[src/rtl/dsi_lane_pkg.sv]
// rtl/dsi_lane_pkg.sv - shared types and constants for the DSI lane distributor
package dsi_lane_pkg;

   localparam int         MAX_LANES = 8;
   localparam logic [7:0] PAD_BYTE  = 8'h00;

   typedef enum logic [2:0] {
      IDLE  = 3'd0,
      PREP  = 3'd1,
      DATA  = 3'd2,
      TRAIL = 3'd3,
      DONE  = 3'd4
   } lane_state_t;

endpackage

[src/rtl/dsi_lane_gather.sv]
// rtl/dsi_lane_gather.sv - byte gather slots, slot index and beat output register
module dsi_lane_gather
   import dsi_lane_pkg::*;
#(
   parameter int NUM_LANES = 4,
   parameter int LCW       = 2
) (
   input  logic                   clk,
   input  logic                   rst_n,
   input  logic                   en,
   input  logic                   clr,
   input  logic [LCW-1:0]         nl_m1,
   input  logic                   s_valid,
   input  logic [7:0]             s_data,
   input  logic                   s_last,
   output logic                   s_ready,
   input  logic                   ppi_tx_ready,
   output logic [NUM_LANES*8-1:0] ppi_data,
   output logic [NUM_LANES-1:0]   ppi_valid,
   output logic                   out_vld,
   output logic                   eop_taken
);

   logic [7:0]             slot [NUM_LANES];
   logic [LCW-1:0]         idx;
   logic                   accept;
   logic                   complete;
   logic [NUM_LANES*8-1:0] beat_data;
   logic [NUM_LANES-1:0]   beat_valid;

   // A new byte is only taken when the output register is free or draining this cycle,
   // so a completing byte can always load its beat on the same edge.
   assign s_ready  = en && !eop_taken && (!out_vld || ppi_tx_ready);
   assign accept   = s_valid && s_ready;
   assign complete = accept && (s_last || (idx == nl_m1));

   // Assemble the beat from the stored slots plus the byte arriving now; unused lanes are padded.
   always_comb begin
      beat_data  = '0;
      beat_valid = '0;
      for (int j = 0; j < NUM_LANES; j++) begin
         if (j < int'(idx)) begin
            beat_data[j*8 +: 8] = slot[j];
            beat_valid[j]       = 1'b1;
         end else if (j == int'(idx)) begin
            beat_data[j*8 +: 8] = s_data;
            beat_valid[j]       = 1'b1;
         end else begin
            beat_data[j*8 +: 8] = PAD_BYTE;
         end
      end
   end

   // Slot fill, beat load and beat drain; end-of-packet flag held until the FSM clears it.
   always_ff @(posedge clk or negedge rst_n) begin
      if (!rst_n) begin
         for (int j = 0; j < NUM_LANES; j++) slot[j] <= PAD_BYTE;
         idx       <= '0;
         ppi_data  <= '0;
         ppi_valid <= '0;
         out_vld   <= 1'b0;
         eop_taken <= 1'b0;
      end else begin
         if (clr) begin
            eop_taken <= 1'b0;
         end else if (accept && s_last) begin
            eop_taken <= 1'b1;
         end
         if (complete) begin
            ppi_data  <= beat_data;
            ppi_valid <= beat_valid;
            out_vld   <= 1'b1;
            idx       <= '0;
         end else begin
            if (ppi_tx_ready) begin
               ppi_valid <= '0;
               out_vld   <= 1'b0;
            end
            if (accept) begin
               slot[idx] <= s_data;
               idx       <= idx + 1'b1;
            end
         end
      end
   end

endmodule

[src/rtl/dsi_lane_distributor.sv]
// rtl/dsi_lane_distributor.sv - stripes a DSI byte stream across active PPI HS lanes
module dsi_lane_distributor
   import dsi_lane_pkg::*;
#(
   parameter int NUM_LANES = 4,
   parameter int HS_PREP   = 3,
   parameter int HS_TRAIL  = 2,
   parameter int LCW       = (NUM_LANES > 1) ? $clog2(NUM_LANES) : 1
) (
   input  logic                   dsi_clk,
   input  logic                   dsi_rst_n,
   input  logic [LCW-1:0]         lane_cfg,
   input  logic                   s_valid,
   input  logic [7:0]             s_data,
   input  logic                   s_last,
   output logic                   s_ready,
   input  logic                   ppi_tx_ready,
   output logic [NUM_LANES*8-1:0] ppi_data,
   output logic [NUM_LANES-1:0]   ppi_valid,
   output logic [NUM_LANES-1:0]   ppi_lane_en,
   output logic                   lane_done,
   output logic                   busy
);

   localparam int HS_MAX = (HS_PREP > HS_TRAIL) ? HS_PREP : HS_TRAIL;
   localparam int CW     = $clog2(HS_MAX + 1);

   lane_state_t          state;
   logic [CW-1:0]        cnt;
   logic [LCW-1:0]       nl_m1;
   logic [LCW-1:0]       cfg_m1;
   logic [NUM_LANES-1:0] cfg_mask;
   logic                 out_vld;
   logic                 eop_taken;

   // Clamp the requested lane count to the physical lanes and derive the enable mask.
   always_comb begin
      cfg_m1 = lane_cfg;
      if (int'(lane_cfg) >= NUM_LANES) cfg_m1 = LCW'(NUM_LANES - 1);
      cfg_mask = '0;
      for (int j = 0; j < NUM_LANES; j++) cfg_mask[j] = (j <= int'(cfg_m1));
   end

   assign busy = (state != IDLE);

   // Packet sequencing: HS prepare, data striping, HS trail and the done pulse.
   always_ff @(posedge dsi_clk or negedge dsi_rst_n) begin
      if (!dsi_rst_n) begin
         state       <= IDLE;
         cnt         <= '0;
         nl_m1       <= '0;
         ppi_lane_en <= '0;
         lane_done   <= 1'b0;
      end else begin
         lane_done <= 1'b0;
         case (state)
            IDLE: begin
               if (s_valid) begin
                  nl_m1       <= cfg_m1;
                  ppi_lane_en <= cfg_mask;
                  cnt         <= '0;
                  state       <= PREP;
               end
            end
            PREP: begin
               if (cnt == CW'(HS_PREP - 1)) begin
                  cnt   <= '0;
                  state <= DATA;
               end else begin
                  cnt <= cnt + 1'b1;
               end
            end
            DATA: begin
               if (eop_taken && (!out_vld || ppi_tx_ready)) begin
                  cnt   <= '0;
                  state <= TRAIL;
               end
            end
            TRAIL: begin
               if (cnt == CW'(HS_TRAIL - 1)) begin
                  cnt         <= '0;
                  ppi_lane_en <= '0;
                  lane_done   <= 1'b1;
                  state       <= DONE;
               end else begin
                  cnt <= cnt + 1'b1;
               end
            end
            DONE: begin
               state <= IDLE;
            end
            default: begin
               state <= IDLE;
            end
         endcase
      end
   end

   dsi_lane_gather #(
      .NUM_LANES (NUM_LANES),
      .LCW       (LCW)
   ) u_gather (
      .clk          (dsi_clk),
      .rst_n        (dsi_rst_n),
      .en           (state == DATA),
      .clr          (state == DONE),
      .nl_m1        (nl_m1),
      .s_valid      (s_valid),
      .s_data       (s_data),
      .s_last       (s_last),
      .s_ready      (s_ready),
      .ppi_tx_ready (ppi_tx_ready),
      .ppi_data     (ppi_data),
      .ppi_valid    (ppi_valid),
      .out_vld      (out_vld),
      .eop_taken    (eop_taken)
   );

endmodule
[config.mk]
export PLATFORM = sky130hd
export DESIGN_NAME = dsi_lane_distributor
export DESIGN_NICKNAME = d
export VERILOG_FILES = /design/src/rtl/dsi_lane_pkg.sv /design/src/rtl/dsi_lane_gather.sv /design/src/rtl/dsi_lane_distributor.sv
export SDC_FILE = /design/constraint.sdc
export NUM_CORES = 1
export LEC_CHECK = 0
export CAP_MARGIN = 20
export CORE_ASPECT_RATIO = 0.9
export CORE_MARGIN = 1
export CORE_UTILIZATION = 45
export DETAILED_ROUTE_END_ITERATION = 8
export PLACE_DENSITY = 0.7
export SETUP_SLACK_MARGIN = 0.05
export SLEW_MARGIN = 15
export SYNTH_ARGS = -nofsm -noshare
export SYNTH_HDL_FRONTEND = slang
export SYNTH_SLANG_ARGS = --single-unit
[constraint.sdc]
create_clock -name dsi_clk -period 4.92 [get_ports dsi_clk]
set_input_delay 0.984 -clock dsi_clk [delete_from_list [all_inputs] [get_ports dsi_clk]]
set_output_delay 0.984 -clock dsi_clk [all_outputs]
set_load 0.01 [all_outputs]
==> metrics <==
outcome finished, final reports clean; FILL cells 643; Skew-Pair Late Insertion Delay 0.33 ns; drt pass-1 iters 4; Setup-failing EPs final 0; GP Congestion 0.728; Routed Antenna Nets 0; pre-CTS WS 1.40 ns; Avg WL per Cell 15.2 um; Ports 58; Fin. Hold Viols 0; Critical Path AT 2.53 ns; P&R area growth vs syn 22.7%; die footprint 8040 um^2; Setup WS post-layout 1.40 ns; max-cap violation count 0; leakage 0.00195 uW; CTS tree yes; FMAX 0.284 GHz; RSZ-0062 raised after global routing no; num rows 29; Post-Synthesis Cells 277; Slew HR 37.5%; starting density of the core 47.6%; GRT Total Usage 17.8%; pwr dens 393 nW/um^2; largest net degree at the start of global routing 76; vias in the first global route 2,088; aggregate routed wire length 6520 um; post-detail-place hpwl 4380 um; DR vias/cell 5.28; Hold/Removal Path Class reg -> reg; initial antenna violation count 0; Die Y-Extent 85.2 um; TNS Setup 0 ns; final cycle utilization of the critical path 71.5%; post-cts sizing count 0; Worst EP required 3.94 ns; Post-synth EDFFs 0; hold_buf cts 0; clock slew at reported path FFs 0.08 ns; Post-synth ARST share 100%; most common cell after layout, fill and taps aside dfrtp_1; first-pass GRT wire length 10,800 um; nets 351; share of cells above drive strength 1 19.3%; Setup Buffers After CTS 0; Worst Skew 0.00683 ns; Die Wd 94.4 um; synthesized flop and latch total 75; Core Box Area 7260 um^2; CTS H-tree depth 3; GRT overflow 0; VDD IR-drop max 0.225 mV; Netlist cell types 36; top_reg_cell synth dfrtp_1; startpoint types primary input; most frequent cells in the layout dfrtp_1 (75), clkdlybuf4s50_1 (56), mux2_2 (40); Avg Cell Area, Syn 12.5 um^2; critical path peak fanout 5; Clock Sink Count 75; Root Buffer clkbuf_8; min Tclk post-route 3.52 ns; Ant. Diodes 0; slew at the pin closest to its max-slew limit 0.937 ns; Seq/Total Area, Yosys 54.3%; CTS Buffer Depth 2; Mapped Area 3460 um^2; Yosys warnings 0; Port Buffers 57; cts bufs inserted 9; post-synth net total 297; drt drc 0; crit path kind in -> out; Via Count 2,264; Final Max Tran Viols 0; CP endpoint kind primary output; First DRT Iteration DRCs 113
[worst max-delay path: stages]
cell	delay (ns)
clkdlybuf4s50_1	0.55
nor2b_1	0.14
nor4_1	0.27
clkdlybuf4s50_1	0.59
[cell usage after synthesis, types with 4 or more instances]
cell type	instances	area (um^2)
dfrtp_1	75	1880
mux2_2	40	450
nand2_1	30	113
mux2_1	20	225
o21ai_0	15	75.1
inv_1	10	37.5
mux2i_1	10	100
a22o_1	9	78.8
nand2b_1	9	56.3
clkbuf_1	6	22.5
ha_1	5	62.6
nor2b_1	5	31.3
a21o_1	4	30.0
nor2_1	4	15.0
[sequential cells by signal (all words and copies together) (netlist names)]
signal,cells
u_gather.ppi_data,32
u_gather.slot,24
ppi_lane_en,4
u_gather.ppi_valid,4
state,3
cnt,2
nl_m1,2
u_gather.idx,2
lane_done,1
u_gather.eop_taken,1
[per-layer routing]
metal / routed length (um) / GRT usage, % / part of all wire (%)
met1: 3200 / 25.7 / 49
met2: 3020 / 26.0 / 46
met3: 259 / 5.29 / 4.0
met4: 47 / 5.03 / 0.72
met5: 0 / 0 / 0
[kinds of logic after synthesis]
family	Yosys count	synth area share [%]
compound gates	36	6.95
xor+xnor	2	0.507
flops	75	54.3
mux	70	22.4
fa+ha+maj	5	1.81
simple gates	65	10.6
buf+inv	24	3.40
[report_power, final]
part | internal [uW] | switching, uW | total [uW]
Sequential | 701 | 91.5 | 792
Clock | 196 | 229 | 425
Combinational | 243 | 209 | 452
Total | 1140 | 529 | 1670
[layout make-up]
class / count / area, um^2 / share of cell area, %
timing repair buffer: 57 / 568 / 13.4
multi-input combinational: 178 / 1460 / 34.5
tap: 93 / 116 / 2.74
inverter: 10 / 37.5 / 0.885
clock inverter: 6 / 41.3 / 0.974
sequential: 75 / 1880 / 44.3
clock buffer: 10 / 138 / 3.25
[final timing paths]
path,startpoint,endpoint,slack [ns],cells past startpoint
setup reg to reg,state[1],u_gather.ppi_data[4],2.44,4
hold reg to reg,ppi_lane_en[1],ppi_lane_en[1],0.48,2
setup / recovery,ppi_tx_ready,s_ready,1.40,4
min in group asynchronous,dsi_rst_n,nl_m1[0],0.79,1
hold / removal,ppi_lane_en[1],ppi_lane_en[1],0.48,2
max in group asynchronous,dsi_rst_n,u_gather.ppi_data[28],3.52,1
[per-stage QoR]
stage / power (uW) / cell area (um^2) / util [%] / hold slack, ns / cells
3_3_place_gp: 1250 / 4060 / 56.0 / 0.452 / 413
3_5_place_dp: 1260 / 4060 / 56.0 / 0.463 / 413
2_1_floorplan: 1060 / 3460 / - / 0.475 / 277
6_report: 1670 / 4240 / 58.4 / 0.475 / 429
4_1_cts: 1690 / 4240 / 58.4 / 0.481 / 429
5_1_grt: 1770 / 4240 / 58.4 / 0.507 / 429
No activity file was read; power rests on OpenSTA's default activity.
